## config.mk

```make
export PLATFORM = sky130hd
export DESIGN_NAME = adventure_move_sequencer
export DESIGN_NICKNAME = d
export VERILOG_FILES = /design/src/rtl/adventure_move_sequencer.sv
export SDC_FILE = /design/constraint.sdc
export NUM_CORES = 1
export LEC_CHECK = 0
export CAP_MARGIN = 20
export CORE_MARGIN = 4
export CORE_UTILIZATION = 40
export CTS_CLUSTER_SIZE = 16
export DETAILED_ROUTE_END_ITERATION = 8
export PLACE_DENSITY_LB_ADDON = 0.1
export SYNTH_ARGS = -nofsm -noshare
export SYNTH_HDL_FRONTEND = slang
export SYNTH_SLANG_ARGS = --single-unit
export TNS_END_PERCENT = 5
```

## constraint.sdc

```tcl
create_clock -name clk -period 6.7 [get_ports clk]
set_clock_uncertainty 0.2 [all_clocks]
set_input_delay 1.005 -clock clk [delete_from_list [all_inputs] [get_ports clk]]
set_output_delay 1.005 -clock clk [all_outputs]
set_load 0.01 [all_outputs]
```

## src/rtl/adventure_move_sequencer.sv

```systemverilog
// adventure_move_sequencer
// Turns raw direction button levels into spaced, single-cycle move pulses for
// the adventure game FSMs. Presses are edge-detected, queued in a small FIFO
// and issued one at a time. The block locks up once the game reports win/die.
//
// Pulse handshake: there is no backpressure. A move is "valid" for exactly one
// cycle (state ISSUE) on one of n/s/e/w, and the game is always "ready": it
// samples the pulse on the edge that leaves ISSUE, which is also the edge that
// pops the FIFO and bumps the move counter.
module adventure_move_sequencer #(
  parameter int DEPTH = 4,
  parameter int GAP   = 2,
  parameter int CNT_W = 8
) (
  input  logic             clk,
  input  logic             reset_n,
  input  logic             btn_n,
  input  logic             btn_s,
  input  logic             btn_e,
  input  logic             btn_w,
  input  logic             win,
  input  logic             die,
  output logic             n,
  output logic             s,
  output logic             e,
  output logic             w,
  output logic             busy,
  output logic [CNT_W-1:0] moves,
  output logic             overflow,
  output logic             conflict,
  output logic             done
);

  localparam int AW = $clog2(DEPTH);
  localparam int GW = (GAP > 1) ? $clog2(GAP) : 1;

  typedef enum logic [1:0] {IDLE, ISSUE, WAIT, DONE} state_t;

  state_t         state, state_nxt;
  logic [3:0]     btn, prev, rise;
  logic           single, multi;
  logic [1:0]     code;
  logic [1:0]     mem [DEPTH];
  logic [AW-1:0]  wr_ptr, rd_ptr;
  logic [AW:0]    count;
  logic [GW-1:0]  gap_cnt;
  logic           game_over, active, pop, push, full, drop;
  logic [1:0]     head;

  // Button bit order {w, e, s, n} so that bit index equals the move code.
  assign btn       = {btn_w, btn_e, btn_s, btn_n};
  assign rise      = btn & ~prev;
  assign multi     = (rise & (rise - 4'd1)) != 4'd0;
  assign game_over = win | die;
  assign active    = (state != DONE);
  assign pop       = (state == ISSUE);
  assign full      = (count == (AW+1)'(DEPTH));
  assign push      = active && single && (!full || pop);
  assign drop      = active && single && full && !pop;
  assign head      = mem[rd_ptr];

  // Encode a lone rising edge into its move code.
  always_comb begin
    single = 1'b1;
    code   = 2'd0;
    case (rise)
      4'b0001: code = 2'd0;
      4'b0010: code = 2'd1;
      4'b0100: code = 2'd2;
      4'b1000: code = 2'd3;
      default: single = 1'b0;
    endcase
  end

  // Next-state logic; a game-over report overrides every other transition.
  always_comb begin
    state_nxt = state;
    if (game_over) begin
      state_nxt = DONE;
    end else begin
      case (state)
        IDLE:    if (count != '0) state_nxt = ISSUE;
        ISSUE:   state_nxt = WAIT;
        WAIT:    if (gap_cnt == '0) state_nxt = IDLE;
        DONE:    state_nxt = DONE;
        default: state_nxt = IDLE;
      endcase
    end
  end

  // State register, edge-detect history and gap timer.
  always_ff @(posedge clk or negedge reset_n) begin
    if (!reset_n) begin
      state   <= IDLE;
      prev    <= 4'b1111;
      gap_cnt <= '0;
    end else begin
      state <= state_nxt;
      prev  <= btn;
      if (state == ISSUE) gap_cnt <= GW'(GAP - 1);
      else if (state == WAIT && gap_cnt != '0) gap_cnt <= gap_cnt - 1'b1;
    end
  end

  // FIFO pointers and occupancy; flushed on entry to and while in DONE.
  always_ff @(posedge clk or negedge reset_n) begin
    if (!reset_n) begin
      wr_ptr <= '0;
      rd_ptr <= '0;
      count  <= '0;
    end else if (game_over || !active) begin
      wr_ptr <= '0;
      rd_ptr <= '0;
      count  <= '0;
    end else begin
      if (push) wr_ptr <= wr_ptr + 1'b1;
      if (pop)  rd_ptr <= rd_ptr + 1'b1;
      case ({push, pop})
        2'b10:   count <= count + 1'b1;
        2'b01:   count <= count - 1'b1;
        default: count <= count;
      endcase
    end
  end

  // FIFO storage; contents are don't-care until written.
  always_ff @(posedge clk) begin
    if (push) mem[wr_ptr] <= code;
  end

  // Saturating move counter and sticky error flags; all hold in DONE.
  always_ff @(posedge clk or negedge reset_n) begin
    if (!reset_n) begin
      moves    <= '0;
      overflow <= 1'b0;
      conflict <= 1'b0;
    end else begin
      if (pop && moves != '1) moves <= moves + 1'b1;
      if (drop) overflow <= 1'b1;
      if (active && multi) conflict <= 1'b1;
    end
  end

  // Pulse decode and status outputs.
  always_comb begin
    n    = pop && (head == 2'd0);
    s    = pop && (head == 2'd1);
    e    = pop && (head == 2'd2);
    w    = pop && (head == 2'd3);
    done = (state == DONE);
    busy = active && ((count != '0) || (state == ISSUE) || (state == WAIT));
  end

endmodule

```

==> results of run 1 <==
[layout make-up]
type | instances | area (um2) | area share [%]
Sequential cell | 32 | 846 | 42.0
Multi-Input combinational cell | 110 | 758 | 37.6
Timing Repair Buffer | 24 | 245 | 12.2
Clock buffer | 7 | 76.3 | 3.79
Tap cell | 50 | 62.6 | 3.11
Inverter | 6 | 22.5 | 1.12
Clock inverter | 1 | 3.75 | 0.186
[logic make-up after synthesis]
| logic type | count (synthesis) | synth area share, % |
|---|---|---|
| compound gates | 24 | 10.8 |
| xor+xnor | 11 | 5.83 |
| fa+ha+maj | 10 | 8.02 |
| buf+inv | 11 | 2.95 |
| flops | 32 | 51.2 |
| mux | 3 | 3.33 |
| simple gates | 62 | 17.9 |
[critical path, cell delays in order]
cell	delay (ps)
clkdlybuf4s50_1	470
nor2b_1	320
nand4_1	360
o21ai_0	260
nor2_1	130
fa_1	430
a311o_1	300
o22ai_2	90
[placed cells by master (no fill, tap or decap), types with 3 or more instances in the layout]
| master | Yosys | final |
|---|---|---|
| clkdlybuf4s50_1 | 0 | 23 |
| nor3_1 | 4 | 4 |
| edfxtp_1 | 8 | 8 |
| a21oi_1 | 6 | 6 |
| dfstp_2 | 4 | 4 |
| and2_1 | 5 | 5 |
| clkbuf_8 | 0 | 5 |
| inv_1 | 6 | 6 |
| dfrtp_1 | 20 | 20 |
| nand2_1 | 15 | 15 |
| ha_1 | 9 | 9 |
| nand2b_1 | 3 | 3 |
| o21ai_0 | 4 | 4 |
| or3_1 | 3 | 3 |
| nand3_1 | 7 | 7 |
| xnor2_1 | 8 | 8 |
| xor2_1 | 3 | 3 |
| nor2_1 | 17 | 17 |
[how the worst max path moves through the flow]
stage / slack [ps] / end / from / cells past startpoint
finish: 3330 / count[2]$_DFFE_PN0P_ / btn_w / 8
floorplan: 3790 / count[2]$_DFFE_PN0P_ / btn_w / 7
detailed placement: 3050 / count[2]$_DFFE_PN0P_ / btn_w / 8
CTS: 3340 / count[2]$_DFFE_PN0P_ / btn_w / 8
global placement: 3190 / count[2]$_DFFE_PN0P_ / btn_w / 8
global route: 3190 / count[2]$_DFFE_PN0P_ / btn_w / 8
[where the power goes]
group          switching [mW]  internal, mW
clock network          0.0628        0.0721
logic                  0.0122        0.0104
registers             0.00158         0.204
total                  0.0765         0.287
[sequential cells by signal, indices dropped and copies added, names as in the netlist]
name / cells
gap_cnt: 1
conflict: 1
prev: 4
count: 3
wr_ptr: 2
mem: 8
rd_ptr: 2
moves: 8
overflow: 1
state: 2
[metal layers]
| layer | global-route usage [%] | up-vias | routed length [um] |
|---|---|---|---|
| met5 | 0 | - | 0 |
| met4 | 4.38 | 0 | 13 |
| met3 | 4.57 | 2 | 160 |
| met2 | 20.7 | 27 | 1490 |
| met1 | 16.5 | 581 | 1400 |
| li1 | - | 579 | - |
[per-stage QoR]
| stage | cell area, um2 | hold slack (ps) |
|---|---|---|
| 5_1_grt | 2010 | 313 |
| 3_3_place_gp | 1920 | 262 |
| 3_5_place_dp | 1930 | 274 |
| 4_1_cts | 2010 | 289 |
| 6_report | 2010 | 272 |
| 2_1_floorplan | 1650 | 273 |
[synth_stat cells, drive strengths merged (2+ instances only)]
cell,count,share of area [%]
dfrtp,20,30
nor2,17,3.9
nand2,15,3.4
ha,9,6.8
edfxtp,8,15
xnor2,8,4.2
nand3,7,2.1
a21oi,6,1.8
inv,6,1.4
and2,5,1.9
dfstp,4,6.4
nor3,4,1.2
o21ai,4,1.2
clkbuf,3,0.68
nand2b,3,1.1
or3,3,1.1
xor2,3,1.6
a211oi,2,1.7
a21o,2,0.91
and3,2,0.76
buf,2,0.91
mux4,2,2.7
o211ai,2,0.91
or2,2,0.76
==> metrics.txt, run 1 <==
status finished clean; Reg2Reg Depth 7; Iter 0 DRT Violations 57; HP Class flip-flop to flip-flop; Cell Rows 23; gpl congestion 0.858; MaxCap Viol Count 0; post-synth cell types 39; Startpoint Class primary input; post-detail-place hpwl 2340 um; unrepaired setup endpoints after global routing false; total negative slack 0 ps; Tot Pwr between 300 and 400 uW; Die Span Y just over 70 um; async set or reset register ratio after synthesis 75.0%; pre-CTS setup slack around 3000 ps; initial antenna violation count 0; IO Pins 24; flops & latches, synth 32; Ys Warns 0; Overflow after GRT 0; # setup viols final 0; CTS tree yes; Worst-path clk slew approximately 60 ps; post-synthesis net count 171; HP Start overflow$_DFFE_PN0P_; min Tclk post-route 3370 ps; Layout area overhead 21.9%; Cells after DPL 222; Slew headroom 57.7%; worst setup margin between 3000 and 4000 ps; drt first pass iters 4; CTS Buf Count 5; Core ar. roughly 4000 um2; Worst EP arrival 3370 ps; die area 5220 um2; H-tree depth 2; hold path endpoint overflow$_DFFE_PN0P_; Cells after Synth 153; Leak 0.833 nW; GRT Overall Usage about an eighth; syn avg cell area 10.8 um2; RR Endpoint count[2]$_DFFE_PN0P_; Post-CTS Setup Inserts 0; reg2reg setup slack 4110 ps; Die Width approximately 72 um; antenna cell count 0; Crit Path Category primary input to flip-flop; r2r startpoint prev[0]$_DFF_PN1_; Starting Density 41.3%; critical path required time 6700 ps; vias in the first global route 1186; CTS root buffer clkbuf_8; CP endpoint kind flip-flop; fin crit share roughly half; Max IR drop VDD 0.118 mV; Residual DRC 0; Final ANT Viol Nets 0; global-route wire length before repair ~5300 um; fin. max-slew vios 0; final hold viol count 0; pin count of the biggest net entering global routing 20; post_cts resized 0; via count 1189; fin cells 230; Worst Hold Path Cells 1; sequential share of the synthesized area between 50 and 60%; Clock Path Buffers 2; via/cell ratio 5.17; Max Freq 297 MHz; fillers about 380; Post-synth EDFFs 8; Post-Syn Area 1650 um2; WL/cell 13.4 um; most common flop cell mapped by yosys dfrtp_1; Final nets around 200; worst slew pin tran 629 ps; port buffer count 23; clk_lat worst skew 270 ps; CP max FO 7; clk sinks 32; Final Util 50.4%; Post-Route WL between 3000 and 4000 um; cts hold-fix bufs 0; Power per Cell Area 180 nW/um2; share of cells above drive strength 1 8.89%
No activity file was read; power rests on OpenSTA's default activity.
==> run 2: changes to the inputs <==
==> constraint.sdc (replaced) <==
create_clock -name clk -period 3.16 [get_ports clk]
set_clock_uncertainty 0.2 [all_clocks]
set_input_delay 0.474 -clock clk [delete_from_list [all_inputs] [get_ports clk]]
set_output_delay 0.474 -clock clk [all_outputs]
set_load 0.01 [all_outputs]
==> run 2 against run 1 <==
Sequential cell count stayed put. Largest power group unchanged. Worst hold slack better by 1.7 ps. Wire length is 4.7% lower. Via count is 2.1% lower. Worst setup slack worse by 3000 ps. Cell count is 0.43% higher. Critical path type is now flip-flop to primary output. Sequential power is 110% higher. Final area hardly changed. Global-route usage is 0.72 points lower. Sequential share of layout area hardly changed. Critical path depth is 4 lower.
==> metrics.txt, run 2 (same netlist as run 1, synthesis figures left out) <==
Worst Hold Path Cells 1 (unchanged); Overflow after GRT 0 (unchanged); most common cell after layout, fill and taps aside clkdlybuf4s50_1; Residual DRC 0 (unchanged); Cell Rows 23 (unchanged); Reg2Reg Depth 7 (unchanged); met2 wire length 1430 um (-4.2%); MaxCap Viol Count 0 (unchanged); post_cts resized 0 (unchanged); Sw Pwr 160 uW (+110%); fin. max-slew vios 0 (unchanged); Switching Share 20.8% (-0.29 points); Power per Cell Area 381 nW/um2 (+110%); Starting Density 41.3% (unchanged); H-tree depth 2 (unchanged); clk_lat worst skew 270 ps (about the same); HP Class flip-flop to flip-flop; vias in the first global route 1146 (-3.4%); RR Endpoint count[2]$_DFFE_PN0P_; Tot Pwr 768 uW (+110%); Startpoint Class flip-flop; hold path endpoint overflow$_DFFE_PN0P_; critical path required time 2490 ps (-4210 ps); Die Span Y 72.3 um (unchanged); commonest cells after routing, fill and taps aside 23 x clkdlybuf4s50_1, 20 x dfrtp_1, 17 x nor2_1; Slew headroom 59.4% (+1.8 points); worst slew pin tran 602 ps (-26.4 ps); drt first pass iters 4 (unchanged); CTS Buf Count 5 (unchanged); post-detail-place hpwl 2250 um (-3.7%); unrepaired setup endpoints after global routing false; Final ANT Viol Nets 0 (unchanged); Final Util 50.4% (about the same); initial antenna violation count 0 (unchanged); via/cell ratio 5.04 (-2.5%); Int Power 609 uW (+110%); r2r startpoint prev[0]$_DFF_PN1_; Cells after DPL 223 (+0.45%); Post-CTS Setup Inserts 0 (unchanged); share of cells above drive strength 1 9.94% (+1.1 points); IO Pins 24 (unchanged); via count 1164 (-2.1%); CP endpoint kind primary output; gpl congestion 0.759 (-11%); part of the power in registers 56.7% (about the same); GRT Overall Usage 12.3% (-0.72 points); Layout area overhead 22.0% (about the same); Core ar. 4000 um2 (unchanged); Worst-path clk slew 60 ps (about the same); Max Freq 359 MHz; Top Metal Used met4; antenna cell count 0 (unchanged); CTS tree yes; HP Start overflow$_DFFE_PN0P_; Final nets 198 (+0.51%); Crit Path Category flip-flop to primary output; Iter 0 DRT Violations 44 (-23%); WL/cell 12.7 um (-5.1%); final hold viol count 0 (unchanged); multi-input combinational cell area 758 um2 (unchanged); Worst EP arrival 2110 ps (-1260 ps); status finished clean; top flop regs mem: 8 flops, moves: 8 flops, prev: 4 flops; global-route wire length before repair 4920 um (-6.9%); Post-Route WL 2930 um (-4.7%); met3 wire len 124 um (-23%); CTS root buffer clkbuf_8; # setup viols final 0 (unchanged); Clock Path Buffers 2 (unchanged); reg2reg setup slack 610 ps (-3500 ps); CP max FO 13 (+6); port buffer count 23 (unchanged); total negative slack 0 ps (unchanged); clk sinks 32 (unchanged); area occupied by registers 846 um2 (unchanged); fin cells 231 (+0.43%); Logic pwr share 6.1% (about the same); Clk pwr share 37.2% (about the same); cts hold-fix bufs 0 (unchanged); fin crit share 88.1%; DRT met1 WL 1340 um (-4.7%); Die Width 72.3 um (unchanged); pin count of the biggest net entering global routing 25 (+25%); min Tclk post-route 2780 ps; fillers 359 (-4.5%); Max IR drop VDD 0.231 mV (+96%); Leak 0.837 nW (+0.48%); die area 5220 um2 (unchanged)
[run 2: cell count changes in the layout (fill, tap and decap cells not counted), sizes merged]
| cell | previous run | this run |
|---|---|---|
| buf | 1 | 2 |
[run 2: power by group through the flow]
stage	Combinational [mW]	Clock (mW)	Sequential (mW)
global route	0.0528	0.321	0.436
global placement	0.0472	0	0.444
floorplan	0.0222	0	0.444
finish	0.0468	0.286	0.436
CTS	0.0483	0.300	0.436
detailed placement	0.0480	0	0.444
[run 2: through the flow]
| step | setup WS (ps) | cell area [um2] | hold slack, ps |
|---|---|---|---|
| after floorplan | 745 | 1650 | -21.6 |
| after global placement | 200 | 1930 | 263 |
| after detailed placement | 167 | 1930 | 272 |
| after CTS | 346 | 2020 | 286 |
| after global routing | 219 | 2020 | 298 |
| final | 376 | 2020 | 274 |
[run 2: layout make-up]
class                           count  area share [%]
Clock buffer                        7            3.79
Clock inverter                      1           0.248
Inverter                            6            1.12
Multi-Input combinational cell    110            37.6
Sequential cell                    32            42.0
Tap cell                           50            3.10
Timing Repair Buffer               25            12.2
[run 2: how the worst max path moves through the flow]
| stage | cells past startpoint | slack, ps | start | endpoint |
|---|---|---|---|---|
| final | 4 | 380 | state[1]$_DFFE_PN0P_ | n |
| after global routing | 4 | 220 | state[1]$_DFFE_PN0P_ | n |
| after CTS | 4 | 350 | state[1]$_DFFE_PN0P_ | n |
| after detailed placement | 8 | 170 | btn_n | count[2]$_DFFE_PN0P_ |
| after global placement | 8 | 200 | btn_n | count[2]$_DFFE_PN0P_ |
| after floorplan | 8 | 750 | prev[2]$_DFF_PN1_ | count[2]$_DFFE_PN0P_ |
[run 2: critical path, stage by stage, from the launching register on]
cell,delay (ps)
dfrtp_1,430
inv_1,110
ha_1,470
nor3b_1,260
clkdlybuf4s50_1,570
[run 2: metal layers]
metal / up-vias / global-route usage, %
li1: 583 / -
met1: 558 / 14.6
met3: 4 / 4.29
met4: 0 / 5.22
met2: 19 / 20.2
met5: - / 0
